## src/rtl/sfifo_burst_drain.sv

```systemverilog
// sfifo_burst_drain: drains an asynchronous-read FIFO as fixed-length valid/ready bursts,
// with a timeout that flushes a partial burst.
module sfifo_burst_drain #(
  parameter int BW        = 8,
  parameter int LGFLEN    = 4,
  parameter int LGTIMEOUT = 8
) (
  input  logic                 i_clk,
  input  logic                 i_reset,
  output logic                 o_fifo_rd,
  input  logic [BW-1:0]        i_fifo_data,
  input  logic                 i_fifo_empty,
  input  logic [LGFLEN:0]      i_fifo_fill,
  input  logic [LGFLEN:0]      i_burst_len,
  input  logic [LGTIMEOUT-1:0] i_timeout,
  output logic                 o_valid,
  input  logic                 i_ready,
  output logic [BW-1:0]        o_data,
  output logic                 o_last,
  output logic                 o_busy
);
  localparam logic [LGFLEN:0] FLEN = {1'b1, {LGFLEN{1'b0}}};
  localparam logic [LGFLEN:0] ONE  = {{LGFLEN{1'b0}}, 1'b1};
  typedef enum logic {IDLE, BURST} state_t;
  state_t               state;
  logic [LGTIMEOUT-1:0] timer;
  logic [LGFLEN:0]      remaining;
  logic [LGFLEN:0]      eff_len;
  always_comb eff_len = (i_burst_len == '0) ? ONE : (i_burst_len > FLEN) ? FLEN : i_burst_len;
  // Pops only when the output register is free or being emptied this cycle.
  assign o_fifo_rd = !i_reset && (state == BURST) && (remaining != '0) && !i_fifo_empty
                     && (!o_valid || i_ready);
  assign o_busy = (state == BURST) || o_valid;
  always_ff @(posedge i_clk) begin
    if (i_reset) begin
      state     <= IDLE;
      timer     <= '0;
      remaining <= '0;
      o_valid   <= 1'b0;
      o_last    <= 1'b0;
      o_data    <= '0;
    end else begin
      if (o_fifo_rd) begin
        o_data    <= i_fifo_data;
        o_valid   <= 1'b1;
        o_last    <= (remaining == ONE);
        remaining <= remaining - ONE;
        if (remaining == ONE) state <= IDLE;
      end else if (o_valid && i_ready) begin
        o_valid <= 1'b0;
        o_last  <= 1'b0;
      end
      if (state == IDLE) begin
        timer <= i_fifo_empty ? '0 : (&timer ? timer : timer + 1'b1);
        if (i_fifo_fill >= eff_len) begin
          state     <= BURST;
          remaining <= eff_len;
          timer     <= '0;
        end else if (i_timeout != '0 && timer >= i_timeout && !i_fifo_empty) begin
          state     <= BURST;
          remaining <= i_fifo_fill;
          timer     <= '0;
        end
      end
    end
  end
endmodule
```

## config.mk

```make
export PLATFORM = sky130hd
export DESIGN_NAME = sfifo_burst_drain
export DESIGN_NICKNAME = d
export VERILOG_FILES = /design/src/rtl/sfifo_burst_drain.sv
export SDC_FILE = /design/constraint.sdc
export NUM_CORES = 1
export LEC_CHECK = 0
export CAP_MARGIN = 40
export CORE_MARGIN = 3
export CORE_UTILIZATION = 27
export CTS_BUF_LIST = sky130_fd_sc_hd__clkbuf_8
export CTS_CLUSTER_SIZE = 40
export DETAILED_ROUTE_END_ITERATION = 8
export HOLD_SLACK_MARGIN = 0.05
export PLACE_DENSITY = 0.53
export REMOVE_ABC_BUFFERS = 1
export SLEW_MARGIN = 20
export SYNTH_ARGS = -nofsm -noshare
export SYNTH_HDL_FRONTEND = slang
export SYNTH_SLANG_ARGS = --single-unit
```

## constraint.sdc

```tcl
create_clock -name i_clk -period 2.6 [get_ports i_clk]
set_input_delay 0.65 -clock i_clk [delete_from_list [all_inputs] [get_ports i_clk]]
set_output_delay 0.65 -clock i_clk [all_outputs]
set_load 0.05 [all_outputs]
```

==> impl_metrics.yaml, run 1 <==
cells_and_area:
  area_growth_syn_to_layout_pct: 61.73
  diodes: 0
  layout.nets: 317
  final_area_mm2: 0.002570
  drive_above_1_share_pct: 29.63
placement:
  gp_congestion: 0.7963
  dp_hpwl_um: 3199
  place_ws_ns: -0.5830
  port_buffers: 41
  place_area_mm2: 0.002267
global_route:
  antenna_found_initial: 0
  grt-ovfl-total: 0
  grt_max_degree: 17
  grt_pass1_vias: 1498
  grt_util_all_layers_pct: 12.41
  grt_pass1_wl_um: 6706
hold_path:
  hp-class: "reg2reg"
  min_to: "o_last"
  hold_start: "o_last"
  holdPathStages: 2
routing:
  routedWlPerCell_um: 12.55
  routed_via_density: 4.725
  drtAntennaViolNets: 0
  route.detailed.drc: 0
  drtIter0Drc: 51
  vias: 1616
  drtPass1Iterations: 4
  routed_wl_um: 4293
sta:
  fin_worst_skew_ns: 0.003046
  tns_ns: 0
  finalMaxSlewViolations: 0
  period_minus_slack_ns: 2.524
  setup_viol: 0
  max_slew_margin_pct: 60.49
  fin_ws_ns: 0.07641
  holdWs_ns: 0.4643
  fmax_ghz: 0.3963
  tightestPinTransition_ns: 0.5905
  rsz0062_at_grt: "true"
  fin_crit_sh_pct: 97.06
  final-hold-violation-count: 0
critical_path:
  critPathRequiredTime_ns: 1.95
  rr_worst_depth: 8
  crit_slowest_cell: "or4b_4"
  crit_family: "simple AND/OR/NAND/NOR gates"
  path_cells: "inv_1 > ha_1 > or4b_4 > and2_4 > and3_2 > buf_12"
  path_buf_inv: 2
  worstSetupStartpointType: "flop"
  setup.worst_path.class: "reg2out"
  worstPathArrival_ns: 1.87
  path_max_fanout: 4
  max_stage_delay_ns: 0.49
  r2r_start: "timer[7]"
  end_kind: "primary output"
  regToRegEndpoint: "timer[3]"
  r2r_slack_ns: 0.30
cts:
  htreeDepth: 1
  clk_pin_slew_ns: 0.09
  clk_latency_ns: 0.27
  numCtsBuffers: 3
  clock_sinks: 24
  clockBufferDepth: 2
  cts_tree: "yes"
  ctsHoldBuffers: 0
  clockRootBuffer: "clkbuf_8"
pwr:
  p_leak_nw: 1.125
  netSwitchingPower_mw: 0.3228
  power_density_mw_per_mm2: 427.8
  ir_drop_mv: 0.2260
  power.total_mw: 1.099
  netSwitchingFraction_pct: 29.36
  clkPwrFrac_pct: 30.4
  p_comb_share_pct: 32.7
  pwr-share-seq_pct: 36.9
  internal_power_mw: 0.7766
synth:
  synthCells: 194
  synth_cell_types: 42
  synth_area_mm2: 0.001589
  synth_seq_cells: 24
  ys_seq_area_share_pct: 30.24
  ys_warn_count: 0
  synth_edf_count: 0
  synthArstFlopShare_pct: 0
  synth_ff_type: "dfxtp_1"
  syn_avg_cell_area_um2: 8.191
die:
  core_area_mm2: 0.005608
  initial_core_util_pct: 28.34
  die_x_um: 82.72
  row_count: 27
  ioPinCount: 42
  dieArea_mm2: 0.006842
  die_y_um: 82.72
run_status:
  status: "complete, no violations"
job:
  drv_cap: 0
-- synth_stat cells (all sizes together), types with 2 or more instances --
master | count | share of area (%)
nand2 | 25 | 5.9
dfxtp | 24 | 30
inv | 20 | 4.7
ha | 16 | 13
nor2 | 15 | 3.5
a21oi | 11 | 3.7
mux2i | 9 | 5.7
nor3 | 7 | 2.2
and3 | 6 | 2.4
o21ai | 6 | 1.9
a21o | 5 | 2.4
nor4 | 5 | 2.0
clkbuf | 4 | 0.94
nand3 | 4 | 2.0
o21a | 4 | 1.9
nand2b | 3 | 1.2
nand4 | 3 | 1.2
o22ai | 3 | 1.2
xnor2 | 3 | 1.7
a2111oi | 2 | 2.3
o221ai | 2 | 1.1
-- cells in the final DEF, fill, tap and decap left out, types with 4 or more instances in the layout --
cell type        synthesis  routed
buf_4                    0      36
clkdlybuf4s50_1          0      26
nand2_1                 25      25
dfxtp_1                 24      23
inv_1                   20      18
nor2_1                  15      13
ha_1                    16      11
mux2i_1                  9       9
dlymetal6s2s_1           0       7
a21oi_1                 10       6
nor3_1                   7       5
o21ai_0                  5       5
nor4_1                   5       5
a21o_1                   5       5
and3_1                   6       5
o21a_1                   4       4
a21oi_2                  1       4
clkbuf_2                 0       4
-- sequential cells by signal (all words and copies together) (netlist names) --
register and count:
o_data 8, o_last 1, o_valid 1, remaining 5, state 1, timer 8
-- power groups by stage --
| stage | registers [mW] | clock network (mW) | logic, mW |
|---|---|---|---|
| floorplan | 0.432 | 0 | 0.149 |
| global placement | 0.414 | 0 | 0.306 |
| detailed placement | 0.414 | 0 | 0.308 |
| CTS | 0.406 | 0.346 | 0.337 |
| global route | 0.410 | 0.356 | 0.394 |
| finish | 0.406 | 0.335 | 0.359 |
-- timing repair --
item,in CTS,in global routing
resized for setup,21,35
buffers inserted,8,3
pin swaps,11,18
setup endpoints to repair,12,12
-- stage by stage --
| step | std cells | util, % |
|---|---|---|
| after global routing | 342 | 45.83 |
| after floorplan | 189 | - |
| after detailed placement | 327 | 40.43 |
| after CTS | 339 | 44.11 |
| final | 342 | 45.83 |
| after global placement | 327 | 40.43 |
-- worst reg2reg max path, delay by kind of cell (launching register included) --
family,cells,cell delay [ns]
AOI/OAI and AO/OA,5,0.92
adders and majority gates,1,0.20
buffers and inverters,1,0.23
DFF,1,0.39
and+or+nand+nor,1,0.49
-- final cells by class --
class                   instances  area, µm²
flip-flops and latches         24      481.7
multi-input cells             145       1165
clock inverters                 1      30.03
well taps                      72      90.09
inverters                      20      75.07
repair buffers                 77      686.9
fillers                       587       3038
clock buffers                   3      41.29
-- cells by family after synthesis --
family                   synth area share, %
AO/OA/AOI/OAI                          20.00
AND/OR/NAND/NOR                        23.15
multiplexers                           6.378
adder cells (fa/ha/maj)                12.60
XOR/XNOR                               1.654
flip-flops                             30.24
buffers and inverters                  5.984
-- worst max-delay path by stage --
stage | start | endpoint | slack (ns) | cells past startpoint
after floorplan | i_burst_len[1] | timer[2] | -0.14 | 10
after global placement | i_burst_len[1] | timer[0] | -0.49 | 12
after detailed placement | i_burst_len[1] | timer[3] | -0.58 | 12
after CTS | i_burst_len[4] | timer[3] | 0.001 | 11
after global routing | i_burst_len[1] | timer[3] | -0.02 | 12
final | remaining[0] | o_fifo_rd | 0.08 | 6
-- per-layer routing --
metal	GRT usage (%)	routed length (µm)
met1	18.30	2143
met2	18.99	1961
met3	1.302	138
met5	0	0
met4	3.431	51
Note: power is estimated with default switching activity, not from simulation.
==> inputs of run 2 (changes only) <==
--- a/config.mk
+++ b/config.mk
@@ -5,14 +5,13 @@
 export SDC_FILE = /design/constraint.sdc
 export NUM_CORES = 1
 export LEC_CHECK = 0
-export CAP_MARGIN = 40
 export CORE_MARGIN = 3
-export CORE_UTILIZATION = 27
+export CORE_UTILIZATION = 45
 export CTS_BUF_LIST = sky130_fd_sc_hd__clkbuf_8
 export CTS_CLUSTER_SIZE = 40
 export DETAILED_ROUTE_END_ITERATION = 8
 export HOLD_SLACK_MARGIN = 0.05
-export PLACE_DENSITY = 0.53
+export PLACE_DENSITY = 0.8
 export REMOVE_ABC_BUFFERS = 1
 export SLEW_MARGIN = 20
 export SYNTH_ARGS = -nofsm -noshare
==> run 2 against run 1 <==
  * Cell count fell by 7.9%
  * Sequential power rose by 2%
  * Clock skew down 0.0021 ns
  * Setup slack lost 0.024 ns
  * Largest power group unchanged
  * Clock-buffer cell count did not move
  * Highest routed layer unchanged
  * Design area about the same
  * Via count is 6.7% higher
==> impl_metrics.yaml, run 2 (synthesis results as in run 1) <==
run_status:
  status: "complete, no violations"
cts:
  numCtsBuffers: 3
  ctsHoldBuffers: 0
  clk_pin_slew_ns: 0.08
  cts_tree: "yes"
  clockBufferDepth: 2
  clock_sinks: 24
  clk_latency_ns: 0.27
  htreeDepth: 1
  clockRootBuffer: "clkbuf_8"
critical_path:
  r2r_start: "timer[2]"
  path_max_fanout: 4
  path_buf_inv: 2
  r2r_slack_ns: 0.23
  max_stage_delay_ns: 0.47
  end_kind: "primary output"
  rr_worst_depth: 8
  critPathRequiredTime_ns: 1.95
  crit_slowest_cell: "or4b_4"
  regToRegEndpoint: "timer[5]"
  worstSetupStartpointType: "flop"
  crit_family: "simple AND/OR/NAND/NOR gates"
  path_cells: "inv_1 > ha_2 > or4b_4 > and2_4 > and3_2 > buf_12"
  setup.worst_path.class: "reg2out"
  worstPathArrival_ns: 1.90
pwr:
  internal_power_mw: 0.7888
  p_comb_share_pct: 33.7
  power_density_mw_per_mm2: 437.8
  netSwitchingFraction_pct: 29.87
  pwr-share-seq_pct: 37.0
  p_leak_nw: 1.126
  ir_drop_mv: 0.5229
  netSwitchingPower_mw: 0.3359
  clkPwrFrac_pct: 29.4
cells_and_area:
  final_cell_mix: "37 x buf_4, 27 x clkdlybuf4s50_1, 24 x nand2_1"
  multi_input_area_mm2: 0.001196
  area_growth_syn_to_layout_pct: 61.65
  layout.nets: 318
  final_common_cell: "buf_4"
  drive_above_1_share_pct: 31.00
  reg_top3: "o_data x8, timer x8, remaining x5"
  fillCellCount: 215
  fin_cells: 315
  diodes: 0
  regArea_um2: 484.2
  utilization_pct: 80.20
routing:
  drtPass1Iterations: 4
  routedWlPerCell_um: 15.62
  route.detailed.drc: 0
  vias: 1725
  drtAntennaViolNets: 0
  routed_wl_um: 4920
  drtIter0Drc: 75
  routed_via_density: 5.476
sta:
  holdWs_ns: 0.4586
  max_slew_margin_pct: 55.21
  fin_worst_skew_ns: 0.0009847
  fin_crit_sh_pct: 98.00
  tightestPinTransition_ns: 0.6694
  final-hold-violation-count: 0
  finalMaxSlewViolations: 0
  setup_viol: 0
  period_minus_slack_ns: 2.548
  fmax_ghz: 0.3925
placement:
  port_buffers: 41
  place_inst: 297
  gp_congestion: 0.8050
  dp_hpwl_um: 3122
hold_path:
  hold_start: "o_last"
  min_to: "o_last"
  holdPathStages: 2
  hp-class: "reg2reg"
job:
  drv_cap: 0
die:
  dieArea_mm2: 0.004280
  die_x_um: 65.43
  die_y_um: 65.43
  ioPinCount: 42
  row_count: 20
  initial_core_util_pct: 49.61
  core_area_mm2: 0.003203
global_route:
  grt-ovfl-total: 0
  grt_util_all_layers_pct: 22.11
  grt_max_degree: 17
  antenna_found_initial: 0
  grt_pass1_vias: 1619
  grt_pass1_wl_um: 7320
run 2: stage by stage:
stage                     setup TNS, ns  power (mW)  instance area [µm²]  worst slack [ns]
after floorplan                 -0.3124      0.5812                 1569           -0.1389
after global placement           -5.163      0.7131                 2217           -0.5002
after detailed placement         -5.738      0.7187                 2217           -0.5751
after CTS                             0       1.077                 2450           0.01244
after global routing           -0.08395       1.176                 2569          -0.03731
final                                 0       1.125                 2569           0.05202
run 2: worst min-delay path, stage by stage, from the launching register on:
cell     delay [ns]
dfxtp_1        0.32
nand2_1        0.05
a21oi_1        0.05
run 2: per-layer routing:
metal / part of all wire [%] / vias up / track usage [%]
li1: - / 849 / -
met2: 52 / 47 / 39.82
met3: 4.8 / 13 / 5.299
met1: 41 / 816 / 25.00
met4: 2.3 / 0 / 8.290
met5: 0 / - / 0
run 2: final cells by class:
class	instances	share of cell area [%]
Multi-Input combinational cell	145	46.57
Timing Repair Buffer	78	26.74
Clock inverter	1	1.169
Inverter	20	2.923
Tap cell	44	2.143
Sequential cell	24	18.85
Clock buffer	3	1.607
run 2: worst max-delay path by stage:
stage              startpoint      endpoint  cells past startpoint
2_1_floorplan  i_burst_len[1]      timer[2]                     10
3_3_place_gp     i_timeout[3]      timer[0]                     10
3_5_place_dp   i_burst_len[1]      timer[0]                     12
4_1_cts          i_timeout[1]      timer[3]                     10
5_1_grt          i_timeout[6]  remaining[2]                     10
6_report         remaining[0]     o_fifo_rd                      6
run 2: timing repair:
action,in CTS,in global routing
hold endpoints to repair,0,0
endpoints found under the setup margin,11,14
pin swaps,13,15
gates resized for setup,24,36
setup buffers,10,4
run 2: power by group through the flow:
stage	Clock, mW	Sequential, mW	Combinational, mW
final	0.330	0.416	0.379
after global routing	0.350	0.419	0.406
after CTS	0.332	0.413	0.332
after detailed placement	0	0.421	0.298
after global placement	0	0.419	0.294
after floorplan	0	0.432	0.149
